[src/rtl/mem_ctrl.sv]
// Memory controller: arbitrates icache fetches against LSB loads/stores and
// serialises each request into byte accesses on the 8-bit RAM/IO bus.
module mem_ctrl #(
    parameter logic [1:0] IO_HI = 2'b11
) (
    input  logic        clk,
    input  logic        rst,
    input  logic        rdy,

    input  logic        icache_to_memctrl,
    input  logic [31:0] address,
    output logic        received,
    output logic        memctrl_to_icache,
    output logic [31:0] inst_in,

    input  logic        lsb_to_memctrl,
    input  logic        lsb_wr,
    input  logic [31:0] lsb_addr,
    input  logic [1:0]  lsb_size,
    input  logic [31:0] lsb_data,
    output logic        lsb_received,
    output logic        memctrl_to_lsb,
    output logic [31:0] lsb_result,

    input  logic [7:0]  mem_din,
    output logic [7:0]  mem_dout,
    output logic [31:0] mem_a,
    output logic        mem_wr,
    input  logic        io_buffer_full
);

    localparam logic [2:0] WORD_LEN = 3'd4;

    typedef enum logic {
        IDLE,
        BUSY
    } state_t;

    state_t      state;
    logic [31:0] base;
    logic [31:0] wdata;
    logic [31:0] acc;
    logic [2:0]  len;
    logic [2:0]  cnt;
    logic        is_lsb;
    logic        is_wr;
    logic        rdy_q;
    logic [7:0]  din_hold;
    logic        committed;

    logic [2:0]  cnt_inc;
    logic [1:0]  cap_idx;
    logic [7:0]  din_eff;
    logic [31:0] acc_merged;
    logic [2:0]  wr_idx;
    logic [31:0] wr_addr;
    logic [7:0]  wr_byte;
    logic        wr_stall;
    logic        acc_stall;
    logic [31:0] rd_next_a;

    function automatic logic [2:0] size_len(input logic [1:0] sz);
        case (sz)
            2'b00:   return 3'd1;
            2'b01:   return 3'd2;
            default: return WORD_LEN;
        endcase
    endfunction

    // Byte capture and next-issue datapath.  The RAM keeps reading while paused,
    // so the byte that was due at the first paused edge is parked in din_hold.
    always_comb begin
        cnt_inc    = cnt + 3'd1;
        cap_idx    = 2'(cnt - 3'd1);
        din_eff    = rdy_q ? mem_din : din_hold;
        acc_merged = acc;
        acc_merged[{cap_idx, 3'b000} +: 8] = din_eff;
        wr_idx     = (mem_wr || committed) ? cnt_inc : cnt;
        wr_addr    = base + 32'(wr_idx);
        wr_byte    = wdata[{wr_idx[1:0], 3'b000} +: 8];
        wr_stall   = io_buffer_full && (wr_addr[17:16] == IO_HI);
        acc_stall  = io_buffer_full && (lsb_addr[17:16] == IO_HI);
        rd_next_a  = (cnt_inc < len) ? base + 32'(cnt_inc) : 32'd0;
    end

    // Controller FSM with registered bus and response outputs.
    always_ff @(posedge clk) begin
        if (rst) begin
            state             <= IDLE;
            base              <= '0;
            wdata             <= '0;
            acc               <= '0;
            len               <= '0;
            cnt               <= '0;
            is_lsb            <= 1'b0;
            is_wr             <= 1'b0;
            rdy_q             <= 1'b0;
            din_hold          <= '0;
            committed         <= 1'b0;
            received          <= 1'b0;
            memctrl_to_icache <= 1'b0;
            inst_in           <= '0;
            lsb_received      <= 1'b0;
            memctrl_to_lsb    <= 1'b0;
            lsb_result        <= '0;
            mem_dout          <= '0;
            mem_a             <= '0;
            mem_wr            <= 1'b0;
        end else begin
            rdy_q <= rdy;
            if (rdy_q) begin
                din_hold <= mem_din;
            end
            if (!rdy) begin
                // A write on the bus at the pausing edge lands in RAM; remember it.
                mem_wr <= 1'b0;
                if (mem_wr) begin
                    committed <= 1'b1;
                end
            end else begin
                committed         <= 1'b0;
                received          <= 1'b0;
                memctrl_to_icache <= 1'b0;
                lsb_received      <= 1'b0;
                memctrl_to_lsb    <= 1'b0;
                case (state)
                    IDLE: begin
                        mem_wr   <= 1'b0;
                        mem_a    <= '0;
                        mem_dout <= '0;
                        if (lsb_to_memctrl) begin
                            state        <= BUSY;
                            lsb_received <= 1'b1;
                            is_lsb       <= 1'b1;
                            is_wr        <= lsb_wr;
                            base         <= lsb_addr;
                            wdata        <= lsb_data;
                            len          <= size_len(lsb_size);
                            cnt          <= '0;
                            acc          <= '0;
                            mem_a        <= lsb_addr;
                            if (lsb_wr) begin
                                mem_dout <= lsb_data[7:0];
                                mem_wr   <= !acc_stall;
                            end
                        end else if (icache_to_memctrl) begin
                            state    <= BUSY;
                            received <= 1'b1;
                            is_lsb   <= 1'b0;
                            is_wr    <= 1'b0;
                            base     <= address;
                            wdata    <= '0;
                            len      <= WORD_LEN;
                            cnt      <= '0;
                            acc      <= '0;
                            mem_a    <= address;
                        end
                    end
                    BUSY: begin
                        if (is_wr) begin
                            if ((mem_wr || committed) && (cnt_inc == len)) begin
                                state          <= IDLE;
                                memctrl_to_lsb <= 1'b1;
                                mem_wr         <= 1'b0;
                                mem_a          <= '0;
                                mem_dout       <= '0;
                            end else begin
                                cnt      <= wr_idx;
                                mem_a    <= wr_addr;
                                mem_dout <= wr_byte;
                                mem_wr   <= !wr_stall;
                            end
                        end else begin
                            mem_wr <= 1'b0;
                            if (cnt != 3'd0) begin
                                acc <= acc_merged;
                            end
                            if (cnt == len) begin
                                state <= IDLE;
                                mem_a <= '0;
                                if (is_lsb) begin
                                    memctrl_to_lsb <= 1'b1;
                                    lsb_result     <= acc_merged;
                                end else begin
                                    memctrl_to_icache <= 1'b1;
                                    inst_in           <= acc_merged;
                                end
                            end else begin
                                cnt   <= cnt_inc;
                                mem_a <= rd_next_a;
                            end
                        end
                    end
                    default: state <= IDLE;
                endcase
            end
        end
    end

endmodule

[config.mk]
export PLATFORM = sky130hd
export DESIGN_NAME = mem_ctrl
export DESIGN_NICKNAME = d
export VERILOG_FILES = /design/src/rtl/mem_ctrl.sv
export SDC_FILE = /design/constraint.sdc
export NUM_CORES = 1
export LEC_CHECK = 0
export CORE_ASPECT_RATIO = 1.25
export CORE_MARGIN = 2
export CORE_UTILIZATION = 36
export CTS_CLUSTER_DIAMETER = 60
export CTS_CLUSTER_SIZE = 8
export DETAILED_ROUTE_END_ITERATION = 12
export SYNTH_ARGS = -nofsm -noshare
export SYNTH_HDL_FRONTEND = slang
export SYNTH_SLANG_ARGS = --single-unit
[constraint.sdc]
create_clock -name clk -period 3.7 [get_ports clk]
set_input_delay 0.74 -clock clk [delete_from_list [all_inputs] [get_ports clk]]
set_output_delay 0.74 -clock clk [all_outputs]
set_load 0.02 [all_outputs]
==> results.md, run 1 <==
- Critical path type: reg -> reg
- Crit path from: cnt[0]
- Seq/Total Area, Yosys: 41.98%
- Hold path depth: 2
- Power share of the clock group: between 40% and 50%
- Synth Cell Area: 0.01068 mm2
- Max_cap viols: 0
- Max FO, Critical Path: 13
- Setup Viol. Count Final: 0
- Post-synth EDFFs: 0
- Vias in the first global route: 9633
- Post-route insts no fill: between 1500 and 2000
- R2R Path Start: cnt[0]
- Synth top area share: 41.98%
- Hold Crit Class: reg -> reg
- Routability-driven placement congestion ratio: 0.9290
- Clk sink count: 224
- Hold Slack: around 0.44 ns
- Avg Cell Area, Syn: 8.692 um2
- # IOs: 222
- WP data arrival: 3.69 ns
- Final nets: 1560
- Least-Margin Pin Slew: ~0.75 ns
- Drt first pass iters: 5
- Post-synth cell types: 66
- Routed WL: 34900 um
- CTS tree: yes
- DPL Wire Length: around 25000 um
- First DRT Iteration DRCs: about 620
- Remaining antenna violation count: 0
- Placed cell count: 1793
- Clk_skew: about 0.0099 ns
- Pwr dens: about 420 mW/mm2
- Max-slew violations: 0
- R2R setup slack: 0.44 ns
- Via Count: approximately 10000
- Die height: 196.6 um
- Mean number of vias per cell: 5.491
- Pin count of the biggest net entering global routing: 114
- Fmax: approximately 310 MHz
- Most frequent cells in the layout: 223 x dfxtp_1, 219 x clkdlybuf4s50_1, 156 x nor2_1, 106 x a211oi_1, 92 x a21oi_1
- Top post-synthesis cells by area: dfxtp_1 42%, a211oi_1 7.4%, nor2_1 5.6%
- Post-place instance area: 0.01342 mm2
- FF+latch count, synth: 224
- Outcome: finished clean
- Synth warn: 0
- Cell taking the most area after synthesis: dfxtp_1
- Final min period: 3.263 ns
- Most common cell after layout, fill and taps aside: dfxtp_1
- Logic pwr share: 15.3%
- Total Die Area: between 0.03 and 0.04 mm2
- # rows: 70
- Startpoint types: register
- Post-synthesis async set-or-reset flop share: 0%
- Starting Density: 36.52%
- Switching Fraction: 26.22%
- Global-route wire length before repair: 54220 um
- CTS resizes: 0
- Clock tree buffer depth: 3
- Hold path endpoint: acc[1]
- Worst setup EP type: register
- TritonCTS buffer count: 31
- Worst r2r dst: mem_a[22]
- Buffer count from post-CTS setup fixing: 0
- Leak: 4.954 nW
- Core box area: a little under 0.03 mm2
- Syn nets: 1359
- Unrepaired setup endpoints after global routing: no
- Design area: approximately 0.014 mm2
- Peak supply drop: ~0.30 mV
- IO buf count: 221
- Total grt overflow: 0
- DR DRC count: 0
- Final TNS setup: 0 ns
- Switching Power: 1.562 mW
- R2R depth: 12
- GR Util All Layers: approximately 22%
- WL/cell: ~19 um
- Cell count after synthesis: 1229
- CP required: approximately 4.1 ns
- Period utilization: around nine tenths
- Layout cells sized above 1: 8.053%
- Final Hold Fails: 0
- Initial antenna violation count: 1
- Slew headroom: 49.51%
- Synth-to-layout area growth: 32.89%
- Die Span X: 158.1 um
- Worst-Skew Late Latency: 0.54 ns
- P_int: 4.395 mW
- Register share of total power: 44.4%
- Hold_buf cts: 0
- Clock transition at the registers of the reported paths: 0.05 ns
- CTS root buf: clkbuf_16
- HP Start: acc[1]
- H-Tree Depth: 1
- Commonest register cell after synthesis: dfxtp_1
## cell families (layout without fill, tap and decap cells)
group / Yosys count / in the layout / share of synthesized area, %
other cells: 0 / 1 / 0
xor+xnor: 13 / 13 / 1.066
mux: 51 / 51 / 5.821
buf+inv: 118 / 317 / 4.357
compound gates: 390 / 390 / 25.83
simple gates: 416 / 416 / 18.82
fa+ha+maj: 17 / 17 / 2.132
flops: 224 / 224 / 41.98
## worst max path at each step
stage | endpoint | slack (ns)
floorplan | mem_a[21] | 0.34
global placement | mem_a[3] | 0.60
detailed placement | mem_a[22] | 0.48
CTS | mem_a[22] | 0.47
global route | mem_a[22] | 0.19
finish | mem_a[22] | 0.44
## cell usage after synthesis (7+ instances only)
library cell and instances:
dfxtp_1 224, nor2_1 159, a211oi_1 106, a21oi_1 92
clkbuf_1 84, nand2_1 80, nor2b_1 53, a22o_1 36
mux2i_1 34, nor3_1 28, o21ai_0 27, nand2b_1 25
a221oi_1 24, inv_1 19, nand3_1 17, a22oi_1 16
ha_1 15, o31ai_1 12, mux2_2 9, nand4_1 9
o22ai_1 9, a221o_1 8, mux4_2 8, nor4_1 8
a21o_1 7, a32o_1 7, and3_1 7, xor2_1 7
## power by group through the flow
stage,Clock (mW),Sequential (mW),Combinational [mW]
finish,2.40,2.65,0.910
global placement,0,2.69,0.906
global route,2.56,2.66,0.989
floorplan,0,2.71,0.440
detailed placement,0,2.69,0.912
CTS,2.46,2.64,0.915
## through the flow
stage                     power, mW  utilization, %  worst slack [ns]
final                         5.957           48.53            0.4367
after global routing          6.203           48.53            0.1861
after CTS                     6.022           48.52            0.4710
after detailed placement      3.602           45.87            0.4754
after global placement        3.596           45.87            0.6029
after floorplan               3.154               -            0.3423
## worst max-delay path, cell delays in order (launching register included)
cell and delay (ns):
dfxtp_1 0.31, buf_4 0.17, inv_1 0.12, ha_1 0.47, mux2i_2 0.17, fa_1 0.45
nor2b_1 0.17, o21ai_0 0.09, buf_4 0.20, nor4_1 0.38, o221a_2 0.25, o21ai_0 0.08
a32o_1 0.29
## sequential cells by signal (all words and copies together), names as in the netlist, 3 cells and up
register,flops
base,32
lsb_result,32
acc,32
len,3
mem_dout,8
mem_a,32
cnt,3
inst_in,32
wdata,32
din_hold,8
## layer usage
layer / share of wire (%) / global-route usage, % / wire length, um
met5: 0 / 0 / 0
met4: 3.3 / 8.041 / 1153
met3: 5.3 / 3.100 / 1855
met2: 49 / 37.84 / 17220
met1: 42 / 27.93 / 14680
## cell type report
cell class | instances | area [um2]
well taps | 396 | 495.5
flip-flops and latches | 224 | 4486
diodes | 1 | 2.502
inverters | 21 | 78.83
clock buffers | 31 | 775.7
fillers | 2868 | 15060
repair buffers | 265 | 2585
multi-input cells | 887 | 5773
Power figures use the tool's default switching activity.
==> run 2: changes to the inputs <==
Settings changed: ABC_AREA set to 1.
==> run 2 against run 1 <==
Register-to-register slack worse by 0.02 ns; hold slack worse by 0.0023 ns; first-iteration DRC count is 1.3% lower; clock skew is 0.020 ns higher; sequential share of layout area is 1.6 points lower; largest power group is now the clock network; sequential power hardly changed; total power is 9.1% higher; critical path type unchanged.
==> results.md, run 2 <==
- HP Start: inst_in[4] (was acc[1])
- FILL cells: 3269 (was 2868)
- Design area: 0.01494 mm2 (was 0.01420 mm2)
- WP data arrival: 3.68 ns (was 3.69 ns)
- Slew headroom: 24.83% (was 49.51%)
- Most frequent cells in the layout: 445 x nand2_1, 224 x dfxtp_1, 220 x clkdlybuf4s50_1, 207 x inv_1, 156 x a21oi_1 (was 223 x dfxtp_1, 219 x clkdlybuf4s50_1, 156 x nor2_1, 106 x a211oi_1, 92 x a21oi_1)
- Fmax: 304.8 MHz (was 306.4 MHz)
- Critical path type: reg -> reg (unchanged)
- Cell taking the most area after synthesis: dfxtp_1 (unchanged)
- Most frequent cells after synthesis: 446 x nand2_1, 224 x dfxtp_1, 208 x inv_1, 156 x a21oi_1, 150 x o21ai_0 (was 224 x dfxtp_1, 159 x nor2_1, 106 x a211oi_1, 92 x a21oi_1, 84 x clkbuf_1)
- Post-synth EDFFs: 0 (unchanged)
- Global-route wire length before repair: 61690 um (was 54220 um)
- Setup ws final: 0.4190 ns (was 0.4367 ns)
- Pre-CTS setup slack: 0.4693 ns (was 0.4754 ns)
- WL/cell: 16.93 um (was 19.12 um)
- Core Util, Final: 47.14% (was 48.53%)
- # rows: 73 (was 70)
- Worst-Skew Late Latency: 0.51 ns (was 0.54 ns)
- Top post-synthesis cells by area: dfxtp_1 39%, nand2_1 14%, a21oi_1 6.8% (was dfxtp_1 42%, a211oi_1 7.4%, nor2_1 5.6%)
- Die Span X: 164.3 um (was 158.1 um)
- Pwr Total: 6.497 mW (was 5.957 mW)
- Core box area: 0.03169 mm2 (was 0.02925 mm2)
- Placed cell count: 2285 (was 1793)
- Antenna Cells: 0 (was 1)
- Critical path buffers and inverters: 5 (was 3)
- Avg Cell Area, Syn: 6.736 um2 (was 8.692 um2)
- FF+latch count, synth: 224 (unchanged)
- Peak supply drop: 0.2679 mV (was 0.2967 mV)
- DPL Wire Length: 28840 um (was 25280 um)
- Post-synthesis async set-or-reset flop share: 0% (unchanged)
- Register area: 0.004484 mm2 (was 0.004486 mm2)
- R2R depth: 17 (was 12)
- Max_cap viols: 0 (unchanged)
- Hold_buf cts: 0 (unchanged)
- Pwr dens: 434.9 mW/mm2 (was 419.6 mW/mm2)
- TritonCTS buffer count: 34 (was 31)
- Seq/Total Area, Yosys: 38.77% (was 41.98%)
- Syn nets: 1847 (was 1359)
- Worst setup EP type: register (unchanged)
- Clock tree buffer depth: 3 (unchanged)
- Synth-to-layout area growth: 29.16% (was 32.89%)
- Routed WL: 39360 um (was 34900 um)
- Max FO, Critical Path: 15 (was 13)
- Unrepaired setup endpoints after global routing: no (unchanged)
- Period utilization: 88.68% (was 88.20%)
- Final Hold Fails: 0 (unchanged)
- Layout cells sized above 1: 5.962% (was 8.053%)
- Final nets: 2039 (was 1560)
- Die height: 204.4 um (was 196.6 um)
- Final TNS setup: 0 ns (unchanged)
- Max-slew violations: 0 (unchanged)
- CP Cell Sequence: inv_1, ha_1, inv_1, o21ai_2, buf_4, inv_1, fa_1, inv_1, nand3_1, nand2_1, nand2_2, nor2_4, nand4_1, nand2_1, nand3_1, nand2_1, nand2_1 (was buf_4, inv_1, ha_1, mux2i_2, fa_1, nor2b_1, o21ai_0, buf_4, nor4_1, o221a_2, o21ai_0, a32o_1)
- Logic pwr share: 17.1% (was 15.3%)
- CP peak stage delay: 0.54 ns (was 0.47 ns)
- Worst r2r dst: mem_a[22] (unchanged)
- Synth warn: 0 (unchanged)
- Final min period: 3.281 ns (was 3.263 ns)
- Synth Cell Area: 0.01157 mm2 (was 0.01068 mm2)
- Cell with the most instances after synthesis: nand2_1 (was dfxtp_1)
- GR Util All Layers: 23.28% (was 22.01%)
- Setup Viol. Count Final: 0 (unchanged)
- R2R setup slack: 0.42 ns (was 0.44 ns)
- First DRT Iteration DRCs: 615 (was 623)
- Clock transition at the registers of the reported paths: 0.05 ns (about the same)
- Vias in the first global route: 11407 (was 9633)
- Total Die Area: 0.03359 mm2 (was 0.03108 mm2)
- Hold Crit Class: reg -> reg (unchanged)
- Via Count: 11950 (was 10021)
- Clk sink count: 224 (unchanged)
- Slowest CP cell: dfxtp_1 (was ha_1)
- Leak: 5.816 nW (was 4.954 nW)
- Post-place instance area: 0.01403 mm2 (was 0.01342 mm2)
- Delay-heaviest family, CP: simple AND/OR/NAND/NOR gates (was adder cells)
- CTS resizes: 0 (unchanged)
- Initial antenna violation count: 0 (was 1)
- Commonest register cell after synthesis: dfxtp_1 (unchanged)
- Synth top area share: 38.77% (was 41.98%)
- Hold path depth: 2 (unchanged)
- # IOs: 222 (unchanged)
- R2R Path Start: cnt[0] (unchanged)
- Cell count after synthesis: 1717 (was 1229)
- Area of the multi-input gates: 0.005816 mm2 (was 0.005773 mm2)
- Buffer count from post-CTS setup fixing: 0 (unchanged)
- Switching Power: 1.850 mW (was 1.562 mW)
- Drt first pass iters: 5 (unchanged)
- Post-route insts no fill: 2324 (was 1825)
- CTS root buf: clkbuf_16 (unchanged)
- Hold path endpoint: inst_in[4] (was acc[1])
- P_int: 4.647 mW (was 4.395 mW)
- CTS tree: yes (unchanged)
- Mean number of vias per cell: 5.142 (was 5.491)
- Clk_skew: 0.03000 ns (was 0.009888 ns)
- Remaining antenna violation count: 0 (unchanged)
- Switching Fraction: 28.47% (was 26.22%)
- Pin count of the biggest net entering global routing: 108 (was 114)
- DR DRC count: 0 (unchanged)
- Routability-driven placement congestion ratio: 0.9674 (was 0.9290)
- CP required: 4.10 ns (was 4.13 ns)
- Startpoint types: register (unchanged)
- IO buf count: 221 (unchanged)
- Post-synth cell types: 44 (was 66)
- Most common cell after layout, fill and taps aside: nand2_1 (was dfxtp_1)
- Outcome: finished clean (unchanged)
- Register share of total power: 40.8% (was 44.4%)
- Hold Slack: 0.4409 ns (was 0.4433 ns)
- Least-Margin Pin Slew: 1.128 ns (was 0.7540 ns)
- Starting Density: 36.49% (was 36.52%)
- H-Tree Depth: 2 (was 1)
- Total grt overflow: 0 (unchanged)
- Power share of the clock group: 42.2% (was 40.3%)
==> run 2: cell types whose count changed after synthesis, moves of 44 or more <==
cell	delta
nand2_1	+366
inv_1	+189
o21ai_0	+123
a211oi_1	-106
nand3_1	+92
a21oi_1	+64
nor2b_1	-53
nor2_1	-51
clkbuf_1	-44
==> run 2: per-layer routing <==
metal | global-route usage (%) | wire length, um | vias to the layer above
li1 | - | - | 5991
met1 | 28.18 | 16140 | 5495
met2 | 40.66 | 19410 | 365
met3 | 3.226 | 2011 | 99
met4 | 10.37 | 1791 | 0
met5 | 0 | 0 | -
==> run 2: cell type report <==
class | instances | share of cell area, %
multi-input combinational | 1184 | 38.93
sequential | 224 | 30.02
timing repair buffer | 245 | 15.98
clock buffer | 37 | 5.980
inverter | 220 | 5.536
tap | 412 | 3.451
clock inverter | 2 | 0.1089
==> run 2: how the worst max path moves through the flow <==
stage / from / end / slack [ns] / cells past startpoint
2_1_floorplan: cnt[0] / mem_a[26] / 0.81 / 17
3_3_place_gp: cnt[0] / mem_a[30] / 0.61 / 17
3_5_place_dp: cnt[0] / mem_a[26] / 0.47 / 17
4_1_cts: cnt[0] / mem_a[22] / 0.46 / 17
5_1_grt: cnt[0] / mem_a[14] / 0.1 / 17
6_report: cnt[0] / mem_a[22] / 0.42 / 17
==> run 2: cells by family (layout without fill, tap and decap cells) <==
family                   after synthesis  in the layout  share of synthesized area, %
AO/OA/AOI/OAI                        435            435                         21.20
XOR/XNOR                              14             14                         1.060
adder cells (fa/ha/maj)               17             17                         1.969
buffers and inverters                309            504                         11.02
flip-flops                           224            224                         38.77
AND/OR/NAND/NOR                      718            718                         25.97
==> run 2: power by group through the flow <==
stage / Sequential, mW / Clock, mW / Combinational [mW]
after global placement: 2.69 / 0 / 1.10
after detailed placement: 2.69 / 0 / 1.10
after CTS: 2.65 / 2.81 / 1.11
after global routing: 2.66 / 2.89 / 1.22
final: 2.65 / 2.74 / 1.11
after floorplan: 2.72 / 0 / 0.597
==> run 2: worst min-delay path: stages (launching register included) <==
cell and delay (ns):
dfxtp_1 0.30, inv_1 0.05, a21oi_1 0.05
